<file path="config.mk">
export PLATFORM = sky130hd
export DESIGN_NAME = klingon_bcd_scan_counter
export DESIGN_NICKNAME = d
export VERILOG_FILES = /design/src/rtl/klingon_bcd_scan_counter_pkg.sv /design/src/rtl/klingon_bcd_scan_counter_digit.sv /design/src/rtl/klingon_bcd_scan_counter.sv
export SDC_FILE = /design/constraint.sdc
export NUM_CORES = 1
export LEC_CHECK = 0
export CORE_ASPECT_RATIO = 1.5
export CORE_MARGIN = 2
export CORE_UTILIZATION = 45
export DETAILED_ROUTE_END_ITERATION = 12
export PLACE_DENSITY = 0.65
export SYNTH_ARGS = -nofsm -noshare
export SYNTH_HDL_FRONTEND = slang
export SYNTH_SLANG_ARGS = --single-unit
</file>
<file path="constraint.sdc">
create_clock -name clk -period 4.2 [get_ports clk]
set_clock_uncertainty 0.1 [all_clocks]
set_input_delay 1.26 -clock clk [delete_from_list [all_inputs] [get_ports clk]]
set_output_delay 1.26 -clock clk [all_outputs]
set_load 0.005 [all_outputs]
</file>
<file path="src/rtl/klingon_bcd_scan_counter_pkg.sv">
// Shared constants and helpers for the BCD scan counter and its digit cells.
package klingon_bcd_scan_counter_pkg;

  localparam int BCD_W      = 4;
  localparam int NUM_DIGITS = 4;
  localparam int IDX_W      = $clog2(NUM_DIGITS);

  localparam logic [NUM_DIGITS-1:0] SEL_RST = 4'b0001;
  localparam logic [BCD_W-1:0]      BCD_MAX = 4'd9;

  // Loaded nibbles outside 0-9 collapse to 0 so count stays valid BCD.
  function automatic logic [BCD_W-1:0] bcd_sanitize(input logic [BCD_W-1:0] n);
    return (n > BCD_MAX) ? '0 : n;
  endfunction

endpackage

</file>
<file path="src/rtl/klingon_bcd_scan_counter_digit.sv">
// One BCD digit step cell: +/-1 when cin is set, rippling carry/borrow to cout.
module bcd_digit_updown
  import klingon_bcd_scan_counter_pkg::*;
(
  input  logic [BCD_W-1:0] d,
  input  logic             up,
  input  logic             cin,
  output logic [BCD_W-1:0] q,
  output logic             cout
);

  always_comb begin
    q    = d;
    cout = 1'b0;
    if (cin) begin
      if (up) begin
        if (d >= BCD_MAX) begin
          q    = '0;
          cout = 1'b1;
        end else begin
          q = d + BCD_W'(1);
        end
      end else begin
        if (d == '0) begin
          q    = BCD_MAX;
          cout = 1'b1;
        end else begin
          q = d - BCD_W'(1);
        end
      end
    end
  end

endmodule

</file>
<file path="src/rtl/klingon_bcd_scan_counter.sv">
// 4-digit BCD up/down counter with prescaled tick and a one-hot digit scanner
// feeding the 7-segment decoder.
module klingon_bcd_scan_counter
  import klingon_bcd_scan_counter_pkg::*;
#(
  parameter int PRESCALE = 50000000,
  parameter int SCAN_DIV = 50000
) (
  input  logic                  clk,
  input  logic                  rst_n,
  input  logic                  en,
  input  logic                  up,
  input  logic                  load,
  input  logic [15:0]           load_val,
  output logic [15:0]           count,
  output logic [BCD_W-1:0]      digit,
  output logic [NUM_DIGITS-1:0] sel,
  output logic                  carry
);

  localparam int PS_W = $clog2(PRESCALE);
  localparam int SD_W = $clog2(SCAN_DIV);

  logic [PS_W-1:0] ps;
  logic            tick;

  logic [NUM_DIGITS-1:0][BCD_W-1:0] cnt_q, cnt_nxt, load_dig;
  logic [NUM_DIGITS:0]              chain;

  logic [SD_W-1:0]  sdiv;
  logic [IDX_W-1:0] idx, idx_nxt;
  logic             scan_wrap;

  assign tick  = en && (ps == PS_W'(PRESCALE - 1));
  assign count = cnt_q;

  // ---------------- prescaler ----------------
  always_ff @(posedge clk or negedge rst_n) begin
    if (!rst_n)       ps <= '0;
    else if (load)    ps <= '0;
    else if (en)      ps <= tick ? '0 : ps + PS_W'(1);
  end

  // ---------------- digit ripple chain ----------------
  // The tick enters the LSD; a wrap out of the MSD is the carry pulse.
  assign chain[0] = tick;

  for (genvar g = 0; g < NUM_DIGITS; g++) begin : g_dig
    bcd_digit_updown u_dig (
      .d    (cnt_q[g]),
      .up   (up),
      .cin  (chain[g]),
      .q    (cnt_nxt[g]),
      .cout (chain[g+1])
    );
    assign load_dig[g] = bcd_sanitize(load_val[g*BCD_W +: BCD_W]);
  end

  always_ff @(posedge clk or negedge rst_n) begin
    if (!rst_n) begin
      cnt_q <= '0;
      carry <= 1'b0;
    end else if (load) begin
      cnt_q <= load_dig;
      carry <= 1'b0;
    end else begin
      cnt_q <= cnt_nxt;
      carry <= chain[NUM_DIGITS];
    end
  end

  // ---------------- scanner ----------------
  // digit/sel only change on a slot advance, so a slot never shows a torn value.
  assign scan_wrap = (sdiv == SD_W'(SCAN_DIV - 1));
  assign idx_nxt   = idx + IDX_W'(1);

  always_ff @(posedge clk or negedge rst_n) begin
    if (!rst_n) begin
      sdiv  <= '0;
      idx   <= '0;
      sel   <= SEL_RST;
      digit <= '0;
    end else if (scan_wrap) begin
      sdiv  <= '0;
      idx   <= idx_nxt;
      sel   <= SEL_RST << idx_nxt;
      digit <= cnt_q[idx_nxt];
    end else begin
      sdiv  <= sdiv + SD_W'(1);
    end
  end

endmodule

</file>
==> qor.csv, run 1 <==
stage,metric,value,unit
setup_path,critical path class,in2reg,
timing,Period minus WS final,3.31,ns
setup_path,CP Launch Type,input pin,
route,DRC Markers,0,
cts,setup repair bufs after CTS,0,
cts,"Reg clk slew, reported paths",0.05,ns
timing,Max Freq,0.302,GHz
job,max-cap viol count,0,
timing,worst-margin pin slew,0.659,ns
finish,area of the multi-input gates,2640,µm²
route,vias per cell,5.89,
logic_synthesis,Yosys warning count,0,
route,drt first pass iters,4,
finish,"most common cell after layout, fill and taps aside",dfrtp_1,
grt,initial antenna violation count,0,
logic_synthesis,xor and xnor area share after synthesis,6.35,%
route,Vias,3963,
floorplan,total I/O pin count,46,
cts,PostCTS Resize Cnt,0,
placement,port bufs,45,
placement,Inst Count DP,659,
logic_synthesis,Synthesized Nets,555,
min_path,Hold Crit Class,reg2reg,
logic_synthesis,simple-gate portion of the synthesized area,29.7,%
floorplan,full die area,11000,µm²
timing,setup tns final,0,ns
timing,fin crit share,78.8,%
logic_synthesis,register area share after synthesis,37.9,%
finish,share of cells above drive strength 1,8.45,%
floorplan,Die Y,127,µm
cts,CTS tree,done,
finish,"non-filler cells, final",673,
floorplan,starting density of the core,45.7,%
setup_path,Critical Path End Type,flip-flop,
logic_synthesis,Synth async-reset ratio,100,%
setup_path,WP data required,4.35,ns
setup_path,CP arrival,3.46,ns
logic_synthesis,synth unique cells,61,
timing,# setup viols final,0,
route,drt total wl,11200,µm
logic_synthesis,adder-cell share of the synthesized area,5.22,%
cts,CTS hold repair buffers,0,
logic_synthesis,Compound-Gate Fraction of Synth Area,12.0,%
finish,fillers,903,
logic_synthesis,largest family of logic cells by synthesized area,simple AND/OR/NAND/NOR gates,
status,run status,finished clean,
finish,Final nets,593,
logic_synthesis,Mean Syn Cell Area,8.84,µm²
finish,Layout area overhead,18.1,%
timing,RSZ-0062 raised after global routing,false,
placement,Final Wtd Congestion,0.866,
placement,post-detail-place hpwl,8450,µm
floorplan,chip width,86.1,µm
route,drt wl/cell,16.6,µm
grt,first-pass GRT wire length,19100,µm
logic_synthesis,Syn Inst Count,515,
cts,root buf cell,clkbuf_16,
route,DR iter-0 viols,225,
logic_synthesis,synthesized area,4550,µm²
logic_synthesis,"EDFF count, synth",0,
timing,Fin. Hold Viols,0,
finish,Reg area,1730,µm²
logic_synthesis,Yosys reg bits,69,
logic_synthesis,prevailing post-synth register cell,dfrtp_1,
timing,Max Slew Vio Count,0,
pwr,VDD IR-drop max,0.199,mV
logic_synthesis,multiplexer share of the synthesized area,4.78,%
floorplan,Core Region,9970,µm²
cts,clk_lat worst skew,0.33,ns
setup_path,crit-path max FO,9,
route,Antenna Violating Nets Remaining,0,
cts,H-tree levels,3,
cts,Sink Count,69,
cts,total CTS buffers,9,
grt,total routing usage reported by global routing,21.9,%
finish,diodes inserted,0,
floorplan,num rows,45,
grt,number of global-route vias before repair,4103,
grt,total gr overflow,0,
pwr,P per Cell Area,308,nW/µm²
cts,Clock Path Buffers,2,
grt,pin count of the biggest net entering global routing,32,
finish,most frequent cells in the layout,"dfrtp_1, nor2_1, nand2_1, clkdlybuf4s50_1, nand3_1",
pwr,Leak,2.26,nW
timing,Max transition margin,55.7,%
cells by family after synthesis:
group	after synthesis
and+or+nand+nor	247
muxes	15
adders and majority gates	19
buffers and inverters	48
AOI/OAI and AO/OA	84
DFF	69
xor gates and xnor gates	33
stage by stage:
stage               cell area (µm²)  util [%]  hold slack [ns]  setup slack, ns  total power, mW
floorplan                      4550         -            0.348             1.33            0.867
global placement               5110      51.3            0.349            0.592            0.973
detailed placement             5110      51.3            0.358            0.571            0.979
CTS                            5380      53.9            0.365            0.904             1.67
global route                   5380      53.9            0.381            0.720             1.73
finish                         5380      53.9            0.359            0.889             1.66
state kept, by name (all words and copies together) (netlist names):
register / cells
count: 16
sel: 4
carry: 1
idx: 2
ps: 26
digit: 4
sdiv: 16
routing by layer:
layer / share of wire, % / GRT usage, % / vias up / wire length, µm
li1: - / - / 1933 / -
met1: 39 / 23.9 / 1923 / 4370
met2: 55 / 40.6 / 87 / 6190
met3: 3.0 / 2.91 / 20 / 333
met4: 2.8 / 10.6 / 0 / 310
met5: 0 / 0 / - / 0
cell usage after synthesis (all sizes together), types with 6 or more instances:
master / count / area (µm²)
mux2i: 6 / 60.1
nor3: 8 / 40.0
a31oi: 11 / 68.8
dfrtp: 68 / 1700
nor4: 7 / 80.1
nor2b: 7 / 43.8
inv: 20 / 75.1
clkbuf: 22 / 82.6
and3: 12 / 75.1
nor2: 58 / 218
nand4: 14 / 93.8
nand2b: 8 / 50.1
buf: 6 / 27.5
ha: 19 / 238
nor3b: 6 / 45.0
nor4b: 8 / 70.1
xnor2: 13 / 114
a21oi: 11 / 55.1
or3: 6 / 37.5
o21ai: 28 / 140
xor2: 20 / 175
nand2: 51 / 191
nand3: 33 / 165
o31ai: 6 / 45.0
path summary, 6_finish.rpt:
kind                          start         to  slack, ns  cells after the start
hold / removal               sel[0]     sel[0]       0.36                      2
max in group asynchronous     rst_n     sel[0]       2.34                      2
setup reg to reg           count[8]  count[12]       1.46                      7
hold reg to reg              sel[0]     sel[0]       0.36                      2
min in group asynchronous     rst_n    sdiv[9]       0.86                      1
setup / recovery                 en   count[4]       0.89                      6
report_power, final:
part | internal, mW | switching [mW] | leakage (nW)
registers | 0.681 | 0.0420 | 0.925
logic | 0.122 | 0.124 | 1.20
clock network | 0.423 | 0.266 | 0.134
final cells by class:
| type | instances | share of cell area [%] |
|---|---|---|
| Multi-Input combinational cell | 398 | 49.1 |
| Sequential cell | 69 | 32.1 |
| Timing Repair Buffer | 55 | 9.68 |
| Clock buffer | 12 | 4.77 |
| Tap cell | 117 | 2.72 |
| Inverter | 20 | 1.40 |
| Clock inverter | 2 | 0.186 |
critical path: stages:
cell and delay (ns):
clkdlybuf4s50_1 0.58, and3_1 0.19, nand4_1 0.30, nor3_1 0.60, mux2_2 0.39, o21ai_0 0.13
Note: power is estimated with default switching activity, not from simulation.
==> inputs of run 2 (changes only) <==
==> constraint.sdc (replaced) <==
create_clock -name clk -period 3.4 [get_ports clk]
set_clock_uncertainty 0.1 [all_clocks]
set_input_delay 1.02 -clock clk [delete_from_list [all_inputs] [get_ports clk]]
set_output_delay 1.02 -clock clk [all_outputs]
set_load 0.005 [all_outputs]
==> run 2 against run 1 <==
Effect of this change:
- non-clock buffer count up 6
- critical path depth up 1
- wire length down 1.5%
- power up 32%
- clock-buffer cell count down 1
- die area unchanged
- hold slack better by 0.0075 ns
- worst setup slack worse by 0.47 ns
- critical endpoint is now count[15]
- highest routed layer unchanged
==> qor.csv, run 2 (synthesized netlist as in run 1, its figures left out) <==
stage,metric,value,unit,change
placement,port bufs,45,,unchanged
cts,PostCTS Resize Cnt,0,,unchanged
setup_path,Crit path max-delay family,simple AND/OR/NAND/NOR gates,,
cts,clk_lat worst skew,0.33,ns,about the same
route,DR iter-0 viols,301,,+34%
setup_path,CP Launch Type,input pin,,
timing,Period minus WS final,2.98,ns,
route,drt total wl,11000,µm,-1.5%
status,run status,finished clean,,
grt,number of global-route vias before repair,3930,,-4.2%
route,vias per cell,5.80,,-1.6%
floorplan,total I/O pin count,46,,unchanged
timing,worst-margin pin slew,0.579,ns,-0.0792 ns
cts,Clock Path Buffers,2,,unchanged
finish,post-route cell area,5480,µm²,+1.8%
finish,diodes inserted,0,,unchanged
setup_path,CP startpoint,up,,
cts,root buf cell,clkbuf_16,,
cts,CTS hold repair buffers,0,,unchanged
floorplan,full die area,11000,µm²,unchanged
setup_path,critical path cell sequence,clkdlybuf4s50_1 -> buf_4 -> nand2_1 -> o21ba_2 -> nand4bb_1 -> or4_1 -> nand3_1,,
route,drt first pass iters,5,,+1
grt,total routing usage reported by global routing,21.1,%,-0.73 points
floorplan,Die Y,127,µm,unchanged
grt,pin count of the biggest net entering global routing,70,,+120%
finish,most frequent cells in the layout,"dfrtp_1, nor2_1, nand2_1, clkdlybuf4s50_1, nand3_1",,
setup_path,RR Endpoint,count[12],,
timing,RSZ-0062 raised after global routing,false,,
timing,Max transition margin,61.0,%,+5.3 points
route,DRC Markers,0,,unchanged
finish,share of cells above drive strength 1,9.57,%,+1.1 points
setup_path,crit-path max FO,19,,+10
route,Vias,3947,,-0.40%
setup_path,WP data required,3.57,ns,-0.78 ns
floorplan,num rows,45,,unchanged
setup_path,CP arrival,3.15,ns,-0.31 ns
setup_path,"Max stage delay cell, worst path",clkdlybuf4s50_1,,
cts,setup repair bufs after CTS,0,,unchanged
cts,Sink Count,69,,unchanged
setup_path,Crit. path cell count,7,,+1
finish,"Most flops, register",ps,,
placement,Final Wtd Congestion,0.816,,-5.8%
timing,Fin. Hold Viols,0,,unchanged
pwr,P per Cell Area,400,nW/µm²,+30%
setup_path,reg2reg path depth,7,,unchanged
finish,Layout area overhead,20.3,%,
pwr,Leak,2.31,nW,+2.4%
floorplan,chip width,86.1,µm,unchanged
grt,initial antenna violation count,0,,unchanged
grt,total gr overflow,0,,unchanged
cts,total CTS buffers,9,,unchanged
setup_path,R2R Setup Slk,0.68,ns,-0.78 ns
timing,setup tns final,0,ns,unchanged
setup_path,CP peak stage delay,0.58,ns,-0.02 ns
timing,Max Slew Vio Count,0,,unchanged
setup_path,Critical Path End Type,flip-flop,,
pwr,VDD IR-drop max,0.250,mV,+25%
cts,H-tree levels,3,,unchanged
min_path,Hold Crit Class,reg2reg,,
grt,first-pass GRT wire length,18400,µm,-3.6%
timing,# setup viols final,0,,unchanged
finish,max FFs per register,26,,unchanged
floorplan,Core Region,9970,µm²,unchanged
timing,Max Freq,0.336,GHz,
timing,fin crit share,87.7,%,
job,max-cap viol count,0,,unchanged
placement,Post-DP Area,5170,µm²,+1.1%
setup_path,crit path buf inv count,2,,+1
placement,post-detail-place hpwl,8090,µm,-4.3%
route,drt wl/cell,16.2,µm,-2.7%
floorplan,starting density of the core,45.7,%,unchanged
setup_path,CP Capture Point,count[15],,
finish,Final nets,599,,+1.0%
finish,"most common cell after layout, fill and taps aside",dfrtp_1,,
setup_path,critical path class,in2reg,,
min_path,hold path depth,2,,unchanged
cts,"Reg clk slew, reported paths",0.06,ns,about the same
setup_path,worst r2r src,count[8],,
route,Antenna Violating Nets Remaining,0,,unchanged
cts,CTS tree,done,,
-- run 2: final cells by class --
| type | count | area [µm²] |
|---|---|---|
| sequential | 69 | 1730 |
| multi-input combinational | 398 | 2640 |
| tap | 117 | 146 |
| timing repair buffer | 61 | 578 |
| fill | 915 | 4490 |
| clock inverter | 5 | 75.1 |
| inverter | 20 | 75.1 |
| clock buffer | 11 | 233 |
-- run 2: worst min path at each step --
stage | from | end | slack (ns)
3_3_place_gp | sel[0] | sel[0] | 0.35
4_1_cts | sel[0] | sel[0] | 0.37
3_5_place_dp | sel[0] | sel[0] | 0.36
5_1_grt | sel[0] | sel[0] | 0.37
2_1_floorplan | sdiv[0] | sdiv[0] | 0.35
6_report | sel[0] | sel[0] | 0.37
-- run 2: per-stage QoR --
step / hold slack [ns] / power, mW / utilization [%] / instances / setup WS, ns
finish: 0.367 / 2.19 / 54.9 / 681 / 0.420
global route: 0.372 / 2.28 / 54.9 / 681 / 0.271
CTS: 0.369 / 2.21 / 54.9 / 681 / 0.418
detailed placement: 0.360 / 1.21 / 51.9 / 665 / 0.0774
global placement: 0.349 / 1.21 / 51.9 / 665 / 0.0967
floorplan: 0.348 / 1.07 / - / 515 / 0.768
-- run 2: worst reg2reg max path: cells and delay by family (launching register included) --
family,cells,cell delay [ns]
compound gates,2,0.69
simple gates,2,0.69
flops,1,0.49
fa+ha+maj,1,0.33
buf+inv,2,0.29
-- run 2: power breakdown --
part	total (mW)	leakage, nW	switching [mW]	internal (mW)
combinational	0.308	1.23	0.153	0.155
sequential	0.890	0.925	0.0488	0.841
clock	0.995	0.153	0.356	0.639
total	2.19	2.31	0.558	1.63
-- run 2: metal layers --
layer	part of all wire, %	global-route usage, %
met1	40	23.7
met2	55	38.8
met3	3.2	3.42
met4	1.9	8.96
met5	0	0
==> inputs of run 3 (changes only) <==
==> constraint.sdc (replaced) <==
create_clock -name clk -period 3.4 [get_ports clk]
set_clock_uncertainty 0.1 [all_clocks]
set_input_delay 1.02 -clock clk [delete_from_list [all_inputs] [get_ports clk]]
set_output_delay 1.02 -clock clk [all_outputs]
set_load 0.1 [all_outputs]
==> run 3 against run 2 <==
Effect of this change:
- power grew 5.6%
- global-route usage grew 0.28 points
- core utilization shrank 0.69 points
- non-clock buffer count fell by 1
==> qor.csv, run 3 (synthesized netlist as in run 1, its figures left out) <==
stage,metric,value,unit,change
route,Vias,3938,,-0.23%
floorplan,full die area,11000,µm²,unchanged
finish,diodes inserted,0,,unchanged
setup_path,critical path class,in2reg,,
floorplan,total I/O pin count,46,,unchanged
route,Antenna Violating Nets Remaining,0,,unchanged
setup_path,WP data required,3.58,ns,about the same
finish,Final nets,598,,-0.17%
finish,Reg area,1730,µm²,unchanged
timing,Max Slew Vio Count,0,,unchanged
setup_path,critical path cell sequence,clkdlybuf4s50_1 -> buf_4 -> nand2_1 -> o21ba_2 -> nand4bb_1 -> buf_4 -> or4_1 -> nand3_1,,
pwr,P per Cell Area,428,nW/µm²,+6.9%
setup_path,CP Launch Type,input pin,,
route,DRC Markers,0,,unchanged
route,vias per cell,5.79,,about the same
cts,CTS tree,done,,
cts,clk_lat worst skew,0.34,ns,about the same
finish,Layout area overhead,18.7,%,
grt,initial antenna violation count,0,,unchanged
finish,"most common cell after layout, fill and taps aside",dfrtp_1,,
grt,pin count of the biggest net entering global routing,70,,unchanged
floorplan,Core Region,9970,µm²,unchanged
setup_path,CP arrival,3.11,ns,-0.04 ns
floorplan,num rows,45,,unchanged
setup_path,Critical Path End Type,flip-flop,,
placement,post-detail-place hpwl,8190,µm,+1.3%
finish,max FFs per register,26,,unchanged
route,drt first pass iters,4,,-1
job,max-cap viol count,0,,unchanged
grt,first-pass GRT wire length,18500,µm,+0.30%
timing,Period minus WS final,2.93,ns,-0.0457 ns
route,drt wl/cell,16.3,µm,+0.65%
pwr,Leak,2.34,nW,+1.3%
pwr,PnR Total Power,2.31,mW,+5.6%
min_path,Hold Crit Class,reg2reg,,
timing,RSZ-0062 raised after global routing,false,,
floorplan,chip width,86.1,µm,unchanged
cts,"Reg clk slew, reported paths",0.05,ns,about the same
floorplan,Die Y,127,µm,unchanged
setup_path,Crit path max-delay family,buffers and inverters,,
setup_path,"Max stage delay cell, worst path",clkdlybuf4s50_1,,
setup_path,most frequent CP cell,buf_4,,
grt,number of global-route vias before repair,3874,,-1.4%
timing,setup tns final,0,ns,unchanged
status,run status,finished clean,,
floorplan,starting density of the core,45.7,%,unchanged
cts,root buf cell,clkbuf_16,,
grt,total gr overflow,0,,unchanged
pwr,VDD IR-drop max,0.247,mV,-1.2%
placement,Final Wtd Congestion,0.836,,+2.5%
timing,fin crit share,86.3,%,-1.3 points
cts,setup repair bufs after CTS,0,,unchanged
setup_path,crit path buf inv count,3,,+1
route,DR iter-0 viols,223,,-26%
timing,Fin. Hold Viols,0,,unchanged
timing,worst hold slack,0.358,ns,-0.00925 ns
cts,CTS hold repair buffers,0,,unchanged
cts,Sink Count,69,,unchanged
timing,Max transition margin,58.9,%,-2.1 points
setup_path,CP peak stage delay,0.57,ns,about the same
finish,fillers,940,,+2.7%
placement,port bufs,45,,unchanged
timing,# setup viols final,0,,unchanged
finish,area of the multi-input gates,2640,µm²,unchanged
cts,Clock Path Buffers,2,,unchanged
timing,Max Freq,0.341,GHz,+1.6%
setup_path,crit-path max FO,19,,unchanged
grt,total routing usage reported by global routing,21.4,%,+0.28 points
cts,PostCTS Resize Cnt,0,,unchanged
cts,H-tree levels,3,,unchanged
route,drt total wl,11100,µm,+0.50%
finish,most frequent cells in the layout,"dfrtp_1, nor2_1, nand2_1, buf_4, nand3_1",,
cts,total CTS buffers,9,,unchanged
finish,"Most flops, register",ps,,
timing,worst-margin pin slew,0.610,ns,+0.0308 ns
finish,share of cells above drive strength 1,13.7,%,+4.1 points
## run 3: routing by layer
| layer | wire length (µm) | track usage [%] |
|---|---|---|
| met1 | 4450 | 23.7 |
| met3 | 255 | 2.71 |
| met2 | 6030 | 38.7 |
| met4 | 354 | 12.1 |
| met5 | 0 | 0 |
## run 3: area by class of cell
type | instances | area share [%]
Sequential cell | 69 | 32.0
Multi-Input combinational cell | 398 | 48.8
Timing Repair Buffer | 60 | 9.40
Clock inverter | 4 | 1.34
Tap cell | 117 | 2.71
Inverter | 20 | 1.39
Clock buffer | 12 | 4.37
## run 3: metrics by stage
stage	cell area, µm²	worst slack, ns	instances	utilization, %
2_1_floorplan	4550	0.438	515	-
3_3_place_gp	5100	0.139	664	51.1
3_5_place_dp	5100	0.127	664	51.1
4_1_cts	5410	0.473	680	54.2
5_1_grt	5410	0.313	680	54.2
6_report	5410	0.465	680	54.2
## run 3: final timing paths
kind                       depth (start not counted)         to  startpoint  slack, ns
max                                                8  count[15]          up       0.47
min                                                2     sel[0]      sel[0]       0.36
max reg2reg                                        7  count[12]    count[9]       0.66
min reg2reg                                        2     sel[0]      sel[0]       0.36
max in group asynchronous                          2     sel[0]       rst_n       2.27
min in group asynchronous                          2   sdiv[11]       rst_n       0.59
## run 3: report_power, final
| part | switching (mW) | internal (mW) | total, mW |
|---|---|---|---|
| registers | 0.0524 | 0.841 | 0.893 |
| clock network | 0.349 | 0.641 | 0.991 |
| logic | 0.284 | 0.146 | 0.431 |
| total | 0.686 | 1.63 | 2.31 |
## run 3: worst min-delay path, stage by stage, from the launching register on
cell	delay (ns)
dfstp_2	0.36
nand2_1	0.05
nand2_1	0.04
